[src/rtl/dmem_debug_sequencer.sv]
// Data-memory port arbiter for the MEM stage: forwards pipeline accesses, or,
// when the pipeline is halted for debug, reads DEPTH words and streams them out.
module dmem_debug_sequencer #(
  parameter int unsigned DEPTH     = 32,
  parameter logic [31:0] BASE_ADDR = 32'h0000_0000,
  parameter logic [1:0]  LEN_WORD  = 2'b11
) (
  input  logic        clk,
  input  logic        rst,
  input  logic        pipe_halted,
  input  logic        dump_req,
  input  logic [1:0]  pipe_mem_ctrl,
  input  logic [31:0] pipe_addr,
  input  logic [31:0] pipe_wdata,
  input  logic [1:0]  pipe_length,
  output logic [1:0]  mem_ctrl,
  output logic [31:0] mem_addr,
  output logic [31:0] mem_wdata,
  output logic [1:0]  mem_length,
  input  logic [31:0] mem_rdata,
  output logic [31:0] out_word,
  output logic        out_valid,
  input  logic        out_ready,
  output logic        busy,
  output logic        done,
  output logic        abort
);

  localparam int unsigned IDX_W = (DEPTH > 1) ? $clog2(DEPTH) : 1;
  localparam logic [IDX_W-1:0] LAST_IDX = IDX_W'(DEPTH - 1);

  localparam logic [1:0] CTRL_IDLE  = 2'b00;
  localparam logic [1:0] CTRL_WRITE = 2'b01;
  localparam logic [1:0] CTRL_READ  = 2'b10;

  typedef enum logic [2:0] {
    IDLE,
    ISSUE,
    CAPTURE,
    SEND,
    FINISH
  } state_t;

  state_t           state, stateNext;
  logic [IDX_W-1:0] idx, idxNext;
  logic [31:0]      outWordNext;
  logic             outValidNext;
  logic             abortNext;
  logic [31:0]      dumpAddr;

  // 32-bit modulo sum: wrapping past the top of the address space is allowed.
  assign dumpAddr = BASE_ADDR + (32'(idx) << 2);

  always_ff @(posedge clk or posedge rst) begin
    if (rst) begin
      state     <= IDLE;
      idx       <= '0;
      out_word  <= '0;
      out_valid <= 1'b0;
      abort     <= 1'b0;
    end else begin
      state     <= stateNext;
      idx       <= idxNext;
      out_word  <= outWordNext;
      out_valid <= outValidNext;
      abort     <= abortNext;
    end
  end

  // Memory port mux: pass-through only in IDLE, sequencer owns it otherwise.
  always_comb begin
    mem_ctrl   = CTRL_IDLE;
    mem_addr   = dumpAddr;
    mem_wdata  = '0;
    mem_length = LEN_WORD;
    if (state == IDLE) begin
      mem_ctrl   = (pipe_mem_ctrl == CTRL_WRITE || pipe_mem_ctrl == CTRL_READ)
                   ? pipe_mem_ctrl : CTRL_IDLE;
      mem_addr   = pipe_addr;
      mem_wdata  = pipe_wdata;
      mem_length = pipe_length;
    end else if (state == ISSUE) begin
      mem_ctrl = CTRL_READ;
    end
  end

  always_comb begin
    stateNext    = state;
    idxNext      = idx;
    outWordNext  = out_word;
    outValidNext = out_valid;
    abortNext    = 1'b0;
    busy         = (state != IDLE);
    done         = (state == FINISH);

    // Losing the halt cancels the dump from any busy state, ahead of any handshake.
    if (state != IDLE && !pipe_halted) begin
      stateNext    = IDLE;
      idxNext      = '0;
      outValidNext = 1'b0;
      abortNext    = 1'b1;
    end else begin
      unique case (state)
        IDLE: begin
          if (dump_req) begin
            if (pipe_halted) begin
              idxNext   = '0;
              stateNext = ISSUE;
            end else begin
              abortNext = 1'b1;
            end
          end
        end
        ISSUE: begin
          stateNext = CAPTURE;
        end
        CAPTURE: begin
          outWordNext  = mem_rdata;
          outValidNext = 1'b1;
          stateNext    = SEND;
        end
        SEND: begin
          if (out_ready) begin
            outValidNext = 1'b0;
            if (idx == LAST_IDX) begin
              stateNext = FINISH;
            end else begin
              idxNext   = idx + 1'b1;
              stateNext = ISSUE;
            end
          end
        end
        FINISH: begin
          idxNext   = '0;
          stateNext = IDLE;
        end
        default: begin
          stateNext    = IDLE;
          idxNext      = '0;
          outValidNext = 1'b0;
        end
      endcase
    end
  end

endmodule
[config.mk]
export PLATFORM = sky130hd
export DESIGN_NAME = dmem_debug_sequencer
export DESIGN_NICKNAME = d
export VERILOG_FILES = /design/src/rtl/dmem_debug_sequencer.sv
export SDC_FILE = /design/constraint.sdc
export NUM_CORES = 1
export LEC_CHECK = 0
export ABC_AREA = 1
export CAP_MARGIN = 20
export CELL_PAD_IN_SITES_DETAIL_PLACEMENT = 1
export CELL_PAD_IN_SITES_GLOBAL_PLACEMENT = 1
export CORE_AREA = 2 2 108 110
export DETAILED_ROUTE_END_ITERATION = 10
export DIE_AREA = 0 0 110 112
export HOLD_SLACK_MARGIN = 0.12
export PLACE_DENSITY_LB_ADDON = 0.1
export SLEW_MARGIN = 20
export SYNTH_ARGS = -nofsm -noshare
export SYNTH_HDL_FRONTEND = slang
export SYNTH_SLANG_ARGS = --single-unit
[constraint.sdc]
create_clock -name clk -period 4.62 [get_ports clk]
set_input_delay 0.924 -clock clk [delete_from_list [all_inputs] [get_ports clk]]
set_output_delay 0.924 -clock clk [all_outputs]
set_load 0.01 [all_outputs]
==> results.tsv, run 1 <==
stage	metric	value	unit
status	outcome	complete, no violations	
clock_tree	Worst-Skew Late Latency	280	ps
routing	vias per cell	3.972	
yosys	Area contributors post-synth	dfrtp_1 (43%), inv_1 (16%), nor2_1 (11%)	
clock_tree	Hold Buf Count CTS	0	
floorplanning	initial core utilization	21.69	%
sta	final slew viol count	0	
sta	Hold WS	486.3	ps
worst_hold_path	Hold Path Stages	2	
yosys	Compound-Gate Fraction of Synth Area	7.847	%
clock_tree	clock slew at reported path FFs	60	ps
sta	RSZ-0062 raised after global routing	false	
clock_tree	setup bufs post-CTS	0	
yosys	Syn Nets	468	
worst_setup_path	worst reg2reg path depth	8	
power_and_ir_drop	Comb pwr share	60.3	%
worst_setup_path	Worst R2R Setup Slack	2560	ps
worst_setup_path	Critical R2R Capture	idx[0]$_DFFE_PP0P_	
cells_and_area	nets	672	
yosys	post-synthesis average cell area	6.714	sq um
grt	vias in the first global route	2810	
sta	Final setup viols	0	
worst_hold_path	Worst Hold End	out_word[25]$_DFFE_PP0P_	
sta	crit share post-route	71.50	%
cells_and_area	area growth from synthesis to layout	97.16	%
clock_tree	Clock Path Buffers	2	
floorplanning	std cell rows	39	
yosys	largest family of logic cells by synthesized area	simple AND/OR/NAND/NOR gates	
yosys	Post-synth EDFFs	0	
yosys	post-synthesis sequential area ratio	43.37	%
clock_tree	CTS root buf	clkbuf_16	
worst_setup_path	Req. time, crit path	3700	ps
grt	Total Routing Usage GR	15.03	%
sta	Final Hold Vio Count	0	
power_and_ir_drop	P_sw	935.8	uW
worst_setup_path	CP endpoint kind	output port	
grt	largest net degree at the start of global routing	66	
floorplanning	die span in x	110	um
clock_tree	CTS tree	done	
clock_tree	CTS HTree Levels	2	
sta	min cycle time layout	3303	ps
floorplanning	Core ar.	11170	sq um
run	Max-Cap Viols	0	
placement	Port Buffers	208	
cells_and_area	number of antenna diodes	0	
routing	DR vias	2816	
sta	Worst-Margin Slew	904.5	ps
cells_and_area	# fillers	1382	
yosys	synthesized area	2424	sq um
worst_setup_path	crit path launch type	flop	
floorplanning	I/O pin total	209	
yosys	Synth top area share	43.37	%
clock_tree	Post-CTS Resized	0	
yosys	share of synthesized registers carrying an async set or reset	100.0	%
power_and_ir_drop	Sw Share	37.47	%
clock_tree	CTS Buf Count	5	
yosys	synthesized flop and latch total	42	
routing	drt first pass iters	2	
worst_setup_path	crit path kind	reg2out	
clock_tree	Clock Sinks	42	
grt	first-pass GRT wire length	14520	um
yosys	post-synthesis cell count	361	
placement	dpl hpwl	7577	um
yosys	Yosys cell types	23	
grt	initial antenna violation count	0	
worst_hold_path	worst hold start	out_word[25]$_DFFE_PP0P_	
yosys	mux cell area share after synthesis	0	%
routing	residual DRC count	0	
worst_setup_path	crit path DAT	2380	ps
yosys	Yosys warnings	0	
yosys	xor/xnor cell area share of the yosys netlist	0.3614	%
sta	final clock skew	4.197	ps
grt	gr ovfl total	0	
yosys	Post-Synth Simple-Gate Area	27.52	%
power_and_ir_drop	Power Internal	1.562	mW
routing	1st-iter DRT viols	88	
sta	Setup TNS	0	ps
sta	fmax	302.7	MHz
power_and_ir_drop	P_leak	2.392	nW
power_and_ir_drop	power density of the placed cells	522.7	nW/um^2
routing	Routed WL	9334	um
power_and_ir_drop	Flop pwr share	24.0	%
floorplanning	Die ar.	12320	sq um
cells_and_area	share of layout cells above drive strength 1	3.534	%
power_and_ir_drop	peak supply drop	0.0002362	V
yosys	Post-Synth Adder-Cell Area	1.033	%
routing	WL/cell	13.17	um
worst_setup_path	CP Max Fanout	38	
yosys	Synth Flop Type	dfrtp_1	
power_and_ir_drop	clock network power share	15.7	%
yosys	post-synth top area cell	dfrtp_1	
worst_hold_path	HP Class	reg2reg	
routing	ANT nets after route	0	
floorplanning	chip height	112	um
placement	gpl congestion	0.7252	
worst_setup_path	reg2reg start	state[0]$_DFFE_PP0P_	
sta	Slew Limit Headroom	39.61	%
-- cells in the final DEF, fill, tap and decap left out --
cell type and n:
nand2_1 65, clkbuf_1 2, inv_2 2, clkbuf_16 5
o31ai_1 1, or2_1 2, nor2_2 2, nand4_1 3
a31oi_1 1, nor2_1 68, o21ai_1 23, buf_4 3
bufinv_16 1, dfrtp_1 42, nand3_1 12, xnor2_1 1
nand2_2 5, o22ai_1 1, nand2_4 2, ha_1 2
clkdlybuf4s50_1 208, o21ai_0 11, nor3_1 2, inv_1 102
-- sequential cells by signal (all words and copies together) (netlist names) --
name,cells
out_word,32
out_valid,1
idx,5
abort,1
state,3
-- metal layers --
metal	GRT usage, %	share of wire (%)	wire length [um]
met5	0	0	0
met4	4.388	1.2	112
met3	5.562	12	1121
met2	25.19	46	4306
met1	17.76	41	3793
-- cell usage after synthesis, types with 3 or more instances --
cell type / n
nand4_1: 3
nand2_1: 65
nor2_1: 68
buf_4: 4
dfrtp_1: 42
buf_2: 7
o21ai_1: 23
o21ai_0: 11
inv_1: 103
nand3_1: 12
nand2_2: 5
-- how the worst max path moves through the flow --
| stage | end | slack (ps) | from |
|---|---|---|---|
| after CTS | mem_addr[24] | 1240 | state[0]$_DFFE_PP0P_ |
| final | mem_addr[24] | 1320 | state[0]$_DFFE_PP0P_ |
| after detailed placement | mem_ctrl[1] | 1400 | pipe_mem_ctrl[1] |
| after floorplan | mem_ctrl[1] | 2370 | pipe_mem_ctrl[1] |
| after global placement | mem_ctrl[1] | 1460 | pipe_mem_ctrl[1] |
| after global routing | mem_wdata[19] | 1110 | state[0]$_DFFE_PP0P_ |
-- layout make-up --
class | instances | area, sq um | area share (%)
well taps | 143 | 178.9 | 3.744
clock inverters | 1 | 30.03 | 0.6284
repair buffers | 211 | 2105 | 44.04
clock buffers | 7 | 132.6 | 2.776
flip-flops and latches | 42 | 1051 | 22.00
multi-input cells | 201 | 890.9 | 18.64
inverters | 104 | 390.4 | 8.170
-- critical path: stages (launching register included) --
cell,delay (ps)
dfrtp_1,440
nor2_2,180
nand2_2,400
buf_4,380
nor2_1,120
clkdlybuf4s50_1,570
-- logic make-up after synthesis --
group | after synthesis
and+or+nand+nor | 161
buffers and inverters | 118
DFF | 42
AOI/OAI and AO/OA | 37
adders and majority gates | 2
xor gates and xnor gates | 1
-- per-stage QoR --
stage               std cells  area [sq um]  total power, mW  worst slack (ps)  utilization [%]
finish                    709          4778            2.498              1317            42.76
global route              709          4778            2.701              1111            42.76
CTS                       709          4778            2.552              1239            42.76
global placement          701          4616            2.120              1462            41.31
detailed placement        701          4616            2.141              1399            41.31
floorplan                 361          2424            1.267              2371                -
-- power by group through the flow --
stage / sequential [mW] / clock [mW] / combinational, mW
CTS: 0.604 / 0.408 / 1.54
detailed placement: 0.609 / 0 / 1.53
global route: 0.623 / 0.419 / 1.66
floorplan: 0.663 / 0 / 0.604
global placement: 0.601 / 0 / 1.52
finish: 0.600 / 0.392 / 1.51
No activity file was read; power rests on OpenSTA's default activity.
==> run 2: changes to the inputs <==
Settings changed: CORE_AREA 2 2 108 110 to 2 2 120 122, DIE_AREA 0 0 110 112 to 0 0 122 124.
Clock period 4.62 ns to 2.95 ns, I/O delays scaled along.
==> results.tsv, run 2 (synthesis gave the netlist of run 1 again) <==
stage	metric	value	unit
status	outcome	complete, no violations	
cells_and_area	leading cell type in the layout, fill and taps excluded	clkdlybuf4s50_1	
clock_tree	Hold Buf Count CTS	0	
cells_and_area	biggest registers after layout	out_word x32, idx x5, state x3	
grt	Total Routing Usage GR	12.00	%
cells_and_area	number of antenna diodes	0	
placement	pre-CTS WS	432.7	ps
grt	vias in the first global route	2775	
clock_tree	clock slew at reported path FFs	60	ps
routing	Routed WL	9572	um
floorplanning	Die ar.	15130	sq um
worst_setup_path	Max stage delay on crit path	580	ps
sta	Hold WS	482.4	ps
routing	drt first pass iters	4	
power_and_ir_drop	Sw Share	38.28	%
sta	Worst-Margin Slew	612.5	ps
clock_tree	Post-CTS Resized	0	
clock_tree	CTS tree	done	
sta	fmax	369.5	MHz
worst_setup_path	CP Max Fanout	41	
floorplanning	chip height	124	um
power_and_ir_drop	Comb pwr share	61.5	%
sta	min cycle time layout	2706	ps
grt	largest net degree at the start of global routing	66	
sta	Final setup viols	0	
floorplanning	Core ar.	13720	sq um
routing	ANT nets after route	0	
clock_tree	Clock Sinks	42	
floorplanning	std cell rows	43	
worst_setup_path	Worst R2R Setup Slack	1240	ps
power_and_ir_drop	P_sw	1.478	mW
worst_setup_path	crit path kind	reg2out	
power_and_ir_drop	power density of the placed cells	799.6	nW/um^2
worst_setup_path	reg2reg start	idx[0]$_DFFE_PP0P_	
floorplanning	die span in x	122	um
sta	Final Hold Vio Count	0	
sta	crit share post-route	91.74	%
cells_and_area	share of layout cells above drive strength 1	3.880	%
clock_tree	CTS HTree Levels	2	
routing	WL/cell	12.81	um
power_and_ir_drop	P_leak	2.395	nW
sta	final clock skew	4.901	ps
worst_hold_path	Worst Hold End	out_word[19]$_DFFE_PP0P_	
grt	initial antenna violation count	0	
placement	dpl hpwl	7740	um
worst_setup_path	crit path DAT	2120	ps
cells_and_area	nets	673	
sta	Setup TNS	0	ps
power_and_ir_drop	clock network power share	13.9	%
cells_and_area	max reg flops	32	
worst_hold_path	Hold Path Stages	2	
sta	RSZ-0062 raised after global routing	false	
power_and_ir_drop	Power Internal	2.383	mW
cells_and_area	Reg with most FFs	out_word	
worst_setup_path	CP cell instances	nor2_2 -> nand2_4 -> buf_12 -> o31ai_1 -> clkdlybuf4s50_1	
worst_hold_path	HP Class	reg2reg	
worst_setup_path	worst reg2reg path depth	10	
placement	gpl congestion	0.7662	
worst_setup_path	CP max stage cell	clkdlybuf4s50_1	
placement	Port Buffers	208	
worst_setup_path	crit path launch type	flop	
clock_tree	setup bufs post-CTS	0	
grt	first-pass GRT wire length	14300	um
worst_setup_path	Critical R2R Capture	idx[1]$_DFFE_PP0P_	
cells_and_area	area growth from synthesis to layout	99.28	%
routing	DR vias	2838	
worst_setup_path	Req. time, crit path	2360	ps
sta	final slew viol count	0	
grt	gr ovfl total	0	
cells_and_area	commonest non-fill, non-tap cells in the layout	clkdlybuf4s50_1 (208), inv_1 (102), nor2_1 (68), nand2_1 (65), dfrtp_1 (42)	
sta	Slew Limit Headroom	59.17	%
power_and_ir_drop	Flop pwr share	24.6	%
power_and_ir_drop	peak supply drop	0.0003834	V
routing	vias per cell	3.799	
clock_tree	Clock Path Buffers	2	
routing	residual DRC count	0	
worst_hold_path	worst hold start	out_word[19]$_DFFE_PP0P_	
clock_tree	Worst-Skew Late Latency	280	ps
sta	setup ws final	243.5	ps
clock_tree	CTS root buf	clkbuf_16	
routing	1st-iter DRT viols	52	
floorplanning	initial core utilization	17.67	%
worst_setup_path	CP endpoint kind	output port	
floorplanning	I/O pin total	209	
run	Max-Cap Viols	0	
clock_tree	CTS Buf Count	5	
-- run 2: cell type report --
cell class / instances / area [sq um]
inverter: 104 / 390.4
multi-input combinational: 201 / 895.9
sequential: 42 / 1051
clock inverter: 2 / 13.76
fill: 1693 / 8890
tap: 180 / 225.2
clock buffer: 6 / 128.9
timing repair buffer: 212 / 2125
-- run 2: per-layer routing --
layer	global-route usage, %	part of all wire [%]	wire, um	vias up
met5	0	0	0	-
met4	3.520	0.81	78	0
met3	4.945	13	1224	6
met2	20.43	45	4322	142
met1	13.83	41	3947	1248
li1	-	-	-	1442
-- run 2: metrics by stage --
stage / area [sq um] / instances / utilization (%) / total power [mW]
floorplan: 2424 / 361 / - / 1.985
global placement: 4682 / 739 / 34.13 / 3.341
detailed placement: 4682 / 739 / 34.13 / 3.373
CTS: 4825 / 747 / 35.17 / 3.954
global route: 4830 / 747 / 35.20 / 4.195
finish: 4830 / 747 / 35.20 / 3.862
-- run 2: worst max path at each step --
stage | slack (ps) | startpoint | end
floorplan | 1170 | state[0]$_DFFE_PP0P_ | mem_ctrl[1]
global placement | 450 | pipe_mem_ctrl[1] | mem_ctrl[1]
detailed placement | 430 | state[0]$_DFFE_PP0P_ | mem_ctrl[1]
CTS | 120 | state[0]$_DFFE_PP0P_ | mem_ctrl[1]
global route | 50 | state[0]$_DFFE_PP0P_ | mem_ctrl[1]
finish | 240 | state[0]$_DFFE_PP0P_ | mem_ctrl[1]
-- run 2: power by group through the flow --
| stage | combinational, mW | clock [mW] | sequential (mW) |
|---|---|---|---|
| final | 2.37 | 0.536 | 0.951 |
| after global routing | 2.61 | 0.601 | 0.984 |
| after CTS | 2.42 | 0.576 | 0.955 |
| after detailed placement | 2.42 | 0 | 0.958 |
| after global placement | 2.39 | 0 | 0.947 |
| after floorplan | 0.946 | 0 | 1.04 |
-- run 2: critical path, delay by kind of cell, from the launching register on --
kind                   cells  cell delay [ps]
AO/OA/AOI/OAI              1              210
buffers and inverters      2              800
flip-flops                 1              440
AND/OR/NAND/NOR            2              390
